`config.mk`:
```
export PLATFORM = sky130hd
export DESIGN_NAME = link_capture_ber
export DESIGN_NICKNAME = d
export VERILOG_FILES = /design/src/rtl/link_capture_ber.sv
export SDC_FILE = /design/constraint.sdc
export NUM_CORES = 1
export LEC_CHECK = 0
export CELL_PAD_IN_SITES_DETAIL_PLACEMENT = 0
export CELL_PAD_IN_SITES_GLOBAL_PLACEMENT = 1
export CORE_MARGIN = 2
export CORE_UTILIZATION = 47
export CTS_CLUSTER_SIZE = 40
export DETAILED_ROUTE_END_ITERATION = 16
export HOLD_SLACK_MARGIN = 0.12
export MAX_ROUTING_LAYER = met4
export PLACE_DENSITY_LB_ADDON = 0.25
export RECOVER_POWER = 50
export SYNTH_ARGS = -nofsm -noshare
export SYNTH_HDL_FRONTEND = slang
export SYNTH_SLANG_ARGS = --single-unit
```
`constraint.sdc`:
```
create_clock -name clk -period 4.5 [get_ports clk]
set_input_delay 0.9 -clock clk [delete_from_list [all_inputs] [get_ports clk]]
set_output_delay 0.9 -clock clk [all_outputs]
set_load 0.01 [all_outputs]
```
`src/rtl/link_capture_ber.sv`:
```
// Receive-side link monitor: settles, hunts for frame activity, snapshots the decoded
// stream and counts bit errors against a delayed copy of the transmitted stream.
module link_capture_ber #(
    parameter int unsigned CAP_W      = 8,
    parameter int unsigned SKIP       = 80,
    parameter int unsigned SYNC_ONES  = 6,
    parameter int unsigned SYNC_HITS  = 8,
    parameter int unsigned MAX_DELAY  = 64,
    parameter int unsigned WIN        = 1024,
    parameter int unsigned CNT_W      = 16,
    parameter int unsigned AUTO_START = 1
) (
    input  logic                       clk,
    input  logic                       reset,
    input  logic                       start,
    input  logic                       bit_en,
    input  logic                       tx_bit,
    input  logic                       rx_bit,
    input  logic [$clog2(MAX_DELAY):0] delay_sel,
    output logic [CAP_W-1:0]           first_result,
    output logic                       capture_done,
    output logic [CNT_W-1:0]           err_count,
    output logic [CNT_W-1:0]           bit_count,
    output logic                       meas_done,
    output logic                       busy
);

    localparam int unsigned DSEL_W    = $clog2(MAX_DELAY) + 1;
    localparam int unsigned PHASE_MAX = (SKIP > SYNC_HITS) ? SKIP : SYNC_HITS;
    localparam int unsigned PHASE_W   = $clog2(PHASE_MAX + 1);
    localparam int unsigned WIN_W     = $clog2(WIN + 1);
    localparam int unsigned POP_W     = $clog2(CAP_W + 1);

    typedef enum logic [2:0] {
        StIdle,
        StWarmup,
        StHunt,
        StMeasure,
        StDone
    } state_e;

    state_e               state_q, state_d;
    logic [CAP_W-1:0]     rx_win_q, rx_win_d;
    logic [MAX_DELAY-1:0] tx_dly_q, tx_dly_d;
    logic [MAX_DELAY:0]   tx_shift;
    logic [PHASE_W-1:0]   phase_q, phase_d;
    logic [WIN_W-1:0]     meas_cnt_q, meas_cnt_d;
    logic [CNT_W-1:0]     err_q, err_d;
    logic [CNT_W-1:0]     bitc_q, bitc_d;
    logic [CAP_W-1:0]     first_q, first_d;
    logic                 cap_q, cap_d;
    logic                 mdone_q, mdone_d;
    logic                 busy_q, busy_d;
    logic [POP_W-1:0]     ones_cnt;
    logic                 hit;
    logic                 ref_bit;

    // Both history registers run in every state so alignment survives a restart.
    always_comb begin
        tx_shift = {tx_dly_q, tx_bit};
        rx_win_d = rx_win_q;
        tx_dly_d = tx_dly_q;
        if (bit_en) begin
            rx_win_d = {rx_win_q[CAP_W-2:0], rx_bit};
            tx_dly_d = tx_shift[MAX_DELAY-1:0];
        end
    end

    always_comb begin
        ref_bit = tx_bit;
        if (delay_sel >= DSEL_W'(MAX_DELAY)) begin
            ref_bit = tx_dly_q[MAX_DELAY-1];
        end else begin
            for (int unsigned i = 0; i + 1 < MAX_DELAY; i++) begin
                if (delay_sel == DSEL_W'(i + 1)) begin
                    ref_bit = tx_dly_q[i];
                end
            end
        end
    end

    // Hit test looks at the window as it was before this strobe's shift.
    always_comb begin
        ones_cnt = '0;
        for (int unsigned i = 0; i < CAP_W; i++) begin
            ones_cnt = ones_cnt + POP_W'(rx_win_q[i]);
        end
        hit = (ones_cnt >= POP_W'(SYNC_ONES));
    end

    always_comb begin
        state_d    = state_q;
        phase_d    = phase_q;
        meas_cnt_d = meas_cnt_q;
        err_d      = err_q;
        bitc_d     = bitc_q;
        first_d    = first_q;
        cap_d      = cap_q;
        mdone_d    = mdone_q;
        if (start) begin
            state_d    = StWarmup;
            phase_d    = '0;
            meas_cnt_d = '0;
            err_d      = '0;
            bitc_d     = '0;
            first_d    = '0;
            cap_d      = 1'b0;
            mdone_d    = 1'b0;
        end else begin
            case (state_q)
                StIdle: begin
                    if (AUTO_START != 0) begin
                        state_d = StWarmup;
                    end
                end
                StWarmup: begin
                    if (bit_en) begin
                        if (phase_q == PHASE_W'(SKIP - 1)) begin
                            state_d = StHunt;
                            phase_d = '0;
                        end else begin
                            phase_d = phase_q + 1'b1;
                        end
                    end
                end
                StHunt: begin
                    if (bit_en && hit) begin
                        if (phase_q == PHASE_W'(SYNC_HITS - 1)) begin
                            first_d = rx_win_d;
                            cap_d   = 1'b1;
                            phase_d = '0;
                            state_d = StMeasure;
                        end else begin
                            phase_d = phase_q + 1'b1;
                        end
                    end
                end
                StMeasure: begin
                    if (bit_en) begin
                        meas_cnt_d = meas_cnt_q + 1'b1;
                        if (bitc_q != {CNT_W{1'b1}}) begin
                            bitc_d = bitc_q + 1'b1;
                        end
                        if ((rx_bit != ref_bit) && (err_q != {CNT_W{1'b1}})) begin
                            err_d = err_q + 1'b1;
                        end
                        if (meas_cnt_q == WIN_W'(WIN - 1)) begin
                            mdone_d = 1'b1;
                            state_d = StDone;
                        end
                    end
                end
                default: begin
                end
            endcase
        end
        busy_d = (state_d == StWarmup) || (state_d == StHunt) || (state_d == StMeasure);
    end

    always_ff @(posedge clk or negedge reset) begin
        if (!reset) begin
            state_q    <= StIdle;
            rx_win_q   <= '0;
            tx_dly_q   <= '0;
            phase_q    <= '0;
            meas_cnt_q <= '0;
            err_q      <= '0;
            bitc_q     <= '0;
            first_q    <= '0;
            cap_q      <= 1'b0;
            mdone_q    <= 1'b0;
            busy_q     <= 1'b0;
        end else begin
            state_q    <= state_d;
            rx_win_q   <= rx_win_d;
            tx_dly_q   <= tx_dly_d;
            phase_q    <= phase_d;
            meas_cnt_q <= meas_cnt_d;
            err_q      <= err_d;
            bitc_q     <= bitc_d;
            first_q    <= first_d;
            cap_q      <= cap_d;
            mdone_q    <= mdone_d;
            busy_q     <= busy_d;
        end
    end

    assign first_result = first_q;
    assign capture_done = cap_q;
    assign err_count    = err_q;
    assign bit_count    = bitc_q;
    assign meas_done    = mdone_q;
    assign busy         = busy_q;

endmodule

```
Word-level counts from Yosys, hierarchy flattened --
Cells that the tools add are included.
Word-level totals: input port bits 13, output and inout port bits 43, word-level logic and storage cells 223, register bits after elaboration 136
Operators by class: reduce and logical (&&, ||, !) cells 20, $lt $le $gt $ge 2, equality and inequality tests 77, add/sub/neg operators 11, mux-type cells 102
Operators with widths (count):
- equality test 7 x 6 -> 1 bit (second input constant) | 32
- 2-to-1 mux 16 bit | 8
- equality test 7 x 5 -> 1 bit (second input constant) | 16
- 2-to-1 mux 1 bit | 72
- equality test 7 x 4 -> 1 bit (second input constant) | 8
- 2-to-1 mux 8 bit | 5
- equality test 7 x 3 -> 1 bit (second input constant) | 5
- 2-to-1 mux 7 bit | 5
- 2-to-1 mux 11 bit | 3
- adder 16 x 1 -> 16 bit (second input constant) | 2
- inequality test 16 bit (second input constant) | 2
- 2-to-1 mux 3 bit | 7
- adder 4 x 1 -> 4 bit | 4
- nonzero test 2 bit | 8
- AND reduction 3 bit | 5
- equality test 7 x 2 -> 1 bit (second input constant) | 2
- case mux 7 bit (2 select lines) | 1
- equality test 3 x 2 -> 1 bit (second input constant) | 4
- case mux 3 bit (4 select lines) | 1
- adder 11 x 1 -> 11 bit (second input constant) | 1
- equality test 11 x 10 -> 1 bit (second input constant) | 1
- adder 7 x 1 -> 7 bit (second input constant) | 1
- equality test 7 x 1 -> 1 bit (second input constant) | 1
- equality test 7 bit (second input constant) | 1
- other kinds (13) | 17

Depth between registers and ports, before layout --
depth in word-level cells 71, mapped depth 15

Worst setup path before layout --
OpenSTA, ideal clock, no wires.
path kind reg-to-reg, start reg rx_win_q[0], end reg phase_q[5], data arrival time 3.800 ns, cell stages (with the launch flop) 16, required time 4.405 ns, setup time 0.095 ns, setup slack 0.604 ns, path buffers 0, path through dfrtp_1 fa_1 inv_1 fa_1 fa_1 inv_1 ha_1 fa_1 xor2_1 a22o_1 nand2_1 mux2_2 nor2_1 nor2_1 or2_2 o31ai_1
Between the ends: word-level cells in the longest chain between the ends 11
Ends and longest elaborated chain:
- start: declaration | line 43 | logic [CAP_W-1:0] rx_win_q, rx_win_d;
- start signal: assignment | line 175 | rx_win_q <= rx_win_d;
- adder 1 x 1 -> 2 bit | line 86 | ones_cnt = ones_cnt + POP_W'(rx_win_q[i]);
- adder 2 x 1 -> 3 bit | line 86
- adder 3 x 1 -> 4 bit | line 86
- adder 4 x 1 -> 4 bit (4 in series) | line 86
- >= comparator 4 x 3 -> 1 bit | line 88 | hit = (ones_cnt >= POP_W'(SYNC_ONES));
- logical AND 1 bit | line 127 | if (bit_en && hit) begin
- inequality test 3 bit (no source line)
- AND reduction 3 bit (no source line)
- end signal: assignment | line 177 | phase_q <= phase_d;
- end: declaration | line 46 | logic [PHASE_W-1:0] phase_q, phase_d;
Every way passes these cells. A chain may end at the register's enable or synchronous reset.

Final worst setup path --
start reg rx_win_q[0], end reg phase_q[6]
Same word-level chain as after synthesis.

==> impl_metrics.json <==
{
  "cp_common_cell": "fa_1",
  "max-slew-margin-rel_pct": -73.3,
  "htreeDepth": 4,
  "p_int_uw": 2480,
  "syn_inst": 742,
  "core_sq_mm": 0.0158,
  "cp-end-kind": "flop",
  "synthMuxAreaShare_pct": 18.3,
  "hold_end": "meas_done",
  "grt_pass1_wl_mm": 29.1,
  "ff2ff_path_depth": 15,
  "cts_tree": "yes",
  "vias": 5751,
  "syn_avg_cell_area_sq_um": 10.1,
  "clockRootBuffer": "clkbuf_16",
  "synth_compound_area_share_pct": 8.91,
  "violations": "max-capacitance violations, max-slew violations",
  "worst_r2r_endpoint": "phase_q[6]",
  "dieArea_sq_mm": 0.0170,
  "port_buffers": 55,
  "antenna_found_initial": 0,
  "clkTransAtPathRegs_ps": 60,
  "status": "finished with violations",
  "startpoint": "rx_win_q[0]",
  "min-delay-start": "meas_done",
  "routabilityCongestion": 0.911,
  "grt_use_total_pct": 22.1,
  "first_pass_iters": 5,
  "crit_chain": "fa_1 -> inv_1 -> fa_1 -> fa_1 -> inv_1 -> ha_1 -> fa_1 -> xor2_1 -> a22o_1 -> nand2_1 -> mux2_2 -> nor2_1 -> nor2_1 -> or2_2 -> o31ai_1",
  "avgViaCountPerCell": 5.61,
  "cts.sinks": 136,
  "grt_max_degree": 105,
  "clock_power_share_pct": 40.4,
  "netlist_area_sq_mm": 0.00753,
  "boundaryPins": 56,
  "synth_edf_count": 0,
  "powerDensity_mw_per_mm2": 384,
  "cp_max_fo": 8,
  "rsz0062_at_grt": "false",
  "cts_setup_buffers": 0,
  "synthAdderAreaFrac_pct": 2.23,
  "drt-initial-drc-count": 272,
  "hold_violations": 0,
  "finalSetupTns_ps": 0,
  "holdPathStages": 2,
  "ant_nets": 0,
  "ys.flop_type": "dfrtp_1",
  "fin_nets": 820,
  "synthToLayoutAreaGrowth_pct": 18.2,
  "holdBufCountCts": 0,
  "layout-drive-gt1-share_pct": 16.7,
  "grt_pass1_vias": 5660,
  "routed_wl_mm": 17.3,
  "min_period_over_period_pct": 94.0,
  "p_sw_uw": 937,
  "synth_cell_type_count": 65,
  "hold_path_class": "reg2reg",
  "arrival_ps": 4540,
  "seqPwrFrac_pct": 43.5,
  "fmax_mhz": 237,
  "fin_skew_ps": 8.09,
  "num_rows": 46,
  "cts_buffers": 17,
  "power_frac_comb_pct": 16.2,
  "slowest_stage": "fa_1",
  "clk_latency_ps": 420,
  "post_cts_resized": 0,
  "reg2reg_from": "rx_win_q[0]",
  "gr-total-overflow": 0,
  "synth_warnings": 0,
  "fin_crit_ps": 4230,
  "start_util_pct": 47.7,
  "async_flop_share_pct": 100,
  "synth_top_family_by_area": "simple AND/OR/NAND/NOR gates",
  "ir_drop_mv": 0.299,
  "maxCapViolations": 2,
  "die_x_um": 131,
  "r2r_slack_ps": 270,
  "placed_area_sq_mm": 0.00833,
  "final_cell_area_sq_mm": 0.00890,
  "clock_path_buffers": 2,
  "synth_seq_cells": 136,
  "tightest_slew_ps": 2600,
  "synth_simple_gate_area_share_pct": 18.9,
  "seq_area_frac_synth_pct": 45.2,
  "crit_path_start_kind": "flop",
  "max_stage_delay_ps": 540,
  "place_hpwl_mm": 11.9,
  "required_ps": 4820,
  "antenna_cells": 0,
  "slew_viol_final": 188,
  "wire_per_inst_um": 16.9,
  "p_leak_uw": 0.00396,
  "syn_nets": 766,
  "synth_xor_area_share_pct": 2.68,
  "setup_viol": 0,
  "remaining_drc_errors": 0,
  "critical_path_class": "reg2reg",
  "fp.dieH_um": 131,
  "swShare_pct": 27.4
}
[Yosys cell counts, drive strengths merged (9+ instances only)]
library cell | number | area [sq um]
xor2 | 16 | 140
nor2b | 27 | 169
clkbuf | 19 | 72.6
nand3 | 23 | 115
mux2 | 83 | 935
a21oi | 14 | 70.1
dfrtp | 136 | 3400
nand2 | 71 | 267
mux2i | 40 | 400
nor3 | 10 | 50.1
o21ai | 30 | 150
buf | 24 | 138
nand2b | 9 | 56.3
and3 | 18 | 113
inv | 20 | 75.1
nor2 | 75 | 282
nand4 | 17 | 106
[power by group through the flow]
stage          clock network, uW  registers, uW  logic, uW
3_5_place_dp                   0           1500        555
2_1_floorplan                  0           1450        421
3_3_place_gp                   0           1500        533
5_1_grt                     1470           1500        619
4_1_cts                     1410           1480        561
6_report                    1380           1480        553
[worst max-delay path, delay by kind of cell (launching register included)]
family                     cells  cell delay [ps]
AOI/OAI and AO/OA              2              390
DFF                            1              400
muxes                          1              270
buffers and inverters          2              100
and+or+nand+nor                4              770
adders and majority gates      5             2060
xor gates and xnor gates       1              140
[final cells by class]
| class | count | area [sq um] |
|---|---|---|
| Fill cell | 1409 | 6870 |
| Tap cell | 216 | 270 |
| Clock inverter | 11 | 120 |
| Sequential cell | 136 | 3400 |
| Timing Repair Buffer | 78 | 727 |
| Multi-Input combinational cell | 543 | 3850 |
| Inverter | 20 | 75.1 |
| Clock buffer | 21 | 460 |
[metrics by stage]
stage               cells  total power [uW]  hold slack [ps]  setup slack (ps)  util, %
finish               1025              3420              504               272     56.5
global route         1025              3590              536              10.8     56.5
CTS                  1025              3450              511               246     56.5
detailed placement    993              2060              496               174     52.8
global placement      993              2030              482               230     52.8
floorplan             742              1870              460               604        -
[cells by family (layout without fill, tap and decap cells)]
family	after synthesis	in the layout
AND/OR/NAND/NOR	286	286
AO/OA/AOI/OAI	98	98
buffers and inverters	63	130
flip-flops	136	136
multiplexers	125	125
adder cells (fa/ha/maj)	11	11
XOR/XNOR	23	23
[flip-flops by register name, summed over array words and instances, names as in the netlist]
signal,cells
bit_count,16
meas_cnt_q,11
busy,1
tx_dly_q,64
first_result,8
err_count,16
state_q,3
meas_done,1
capture_done,1
rx_win_q,8
phase_q,7
[layer usage]
metal / wire (um) / GRT usage [%] / up-vias
met5: 0 / - / -
met4: 231 / 7.07 / 0
met3: 483 / 3.75 / 18
met2: 8240 / 34.2 / 98
met1: 8330 / 30.0 / 2892
li1: - / - / 2743
[placed cells by master, fill, tap and decap left out, types with 5 or more instances in the layout]
cell,instances
a31oi_1,8
nand3_1,23
clkdlybuf4s50_1,52
xor2_1,16
clkbuf_16,17
nand3b_1,5
buf_4,19
nand2b_1,9
nand2_1,71
and3_1,18
nor2b_1,27
or3_1,5
a21oi_1,14
nor2_1,75
mux2_2,71
dfrtp_1,136
xnor2_1,7
and2_1,6
inv_1,20
o211ai_1,5
ha_1,7
o21ai_0,30
nor3_1,10
mux2i_1,40
nand4_1,17
mux2_1,12
[worst max path at each step]
stage	end	cells after the start
after global placement	err_count[0]	12
after detailed placement	err_count[0]	12
after floorplan	phase_q[5]	15
after global routing	phase_q[6]	15
final	phase_q[6]	15
after CTS	phase_q[6]	15
No activity file was read; power rests on OpenSTA's default activity.
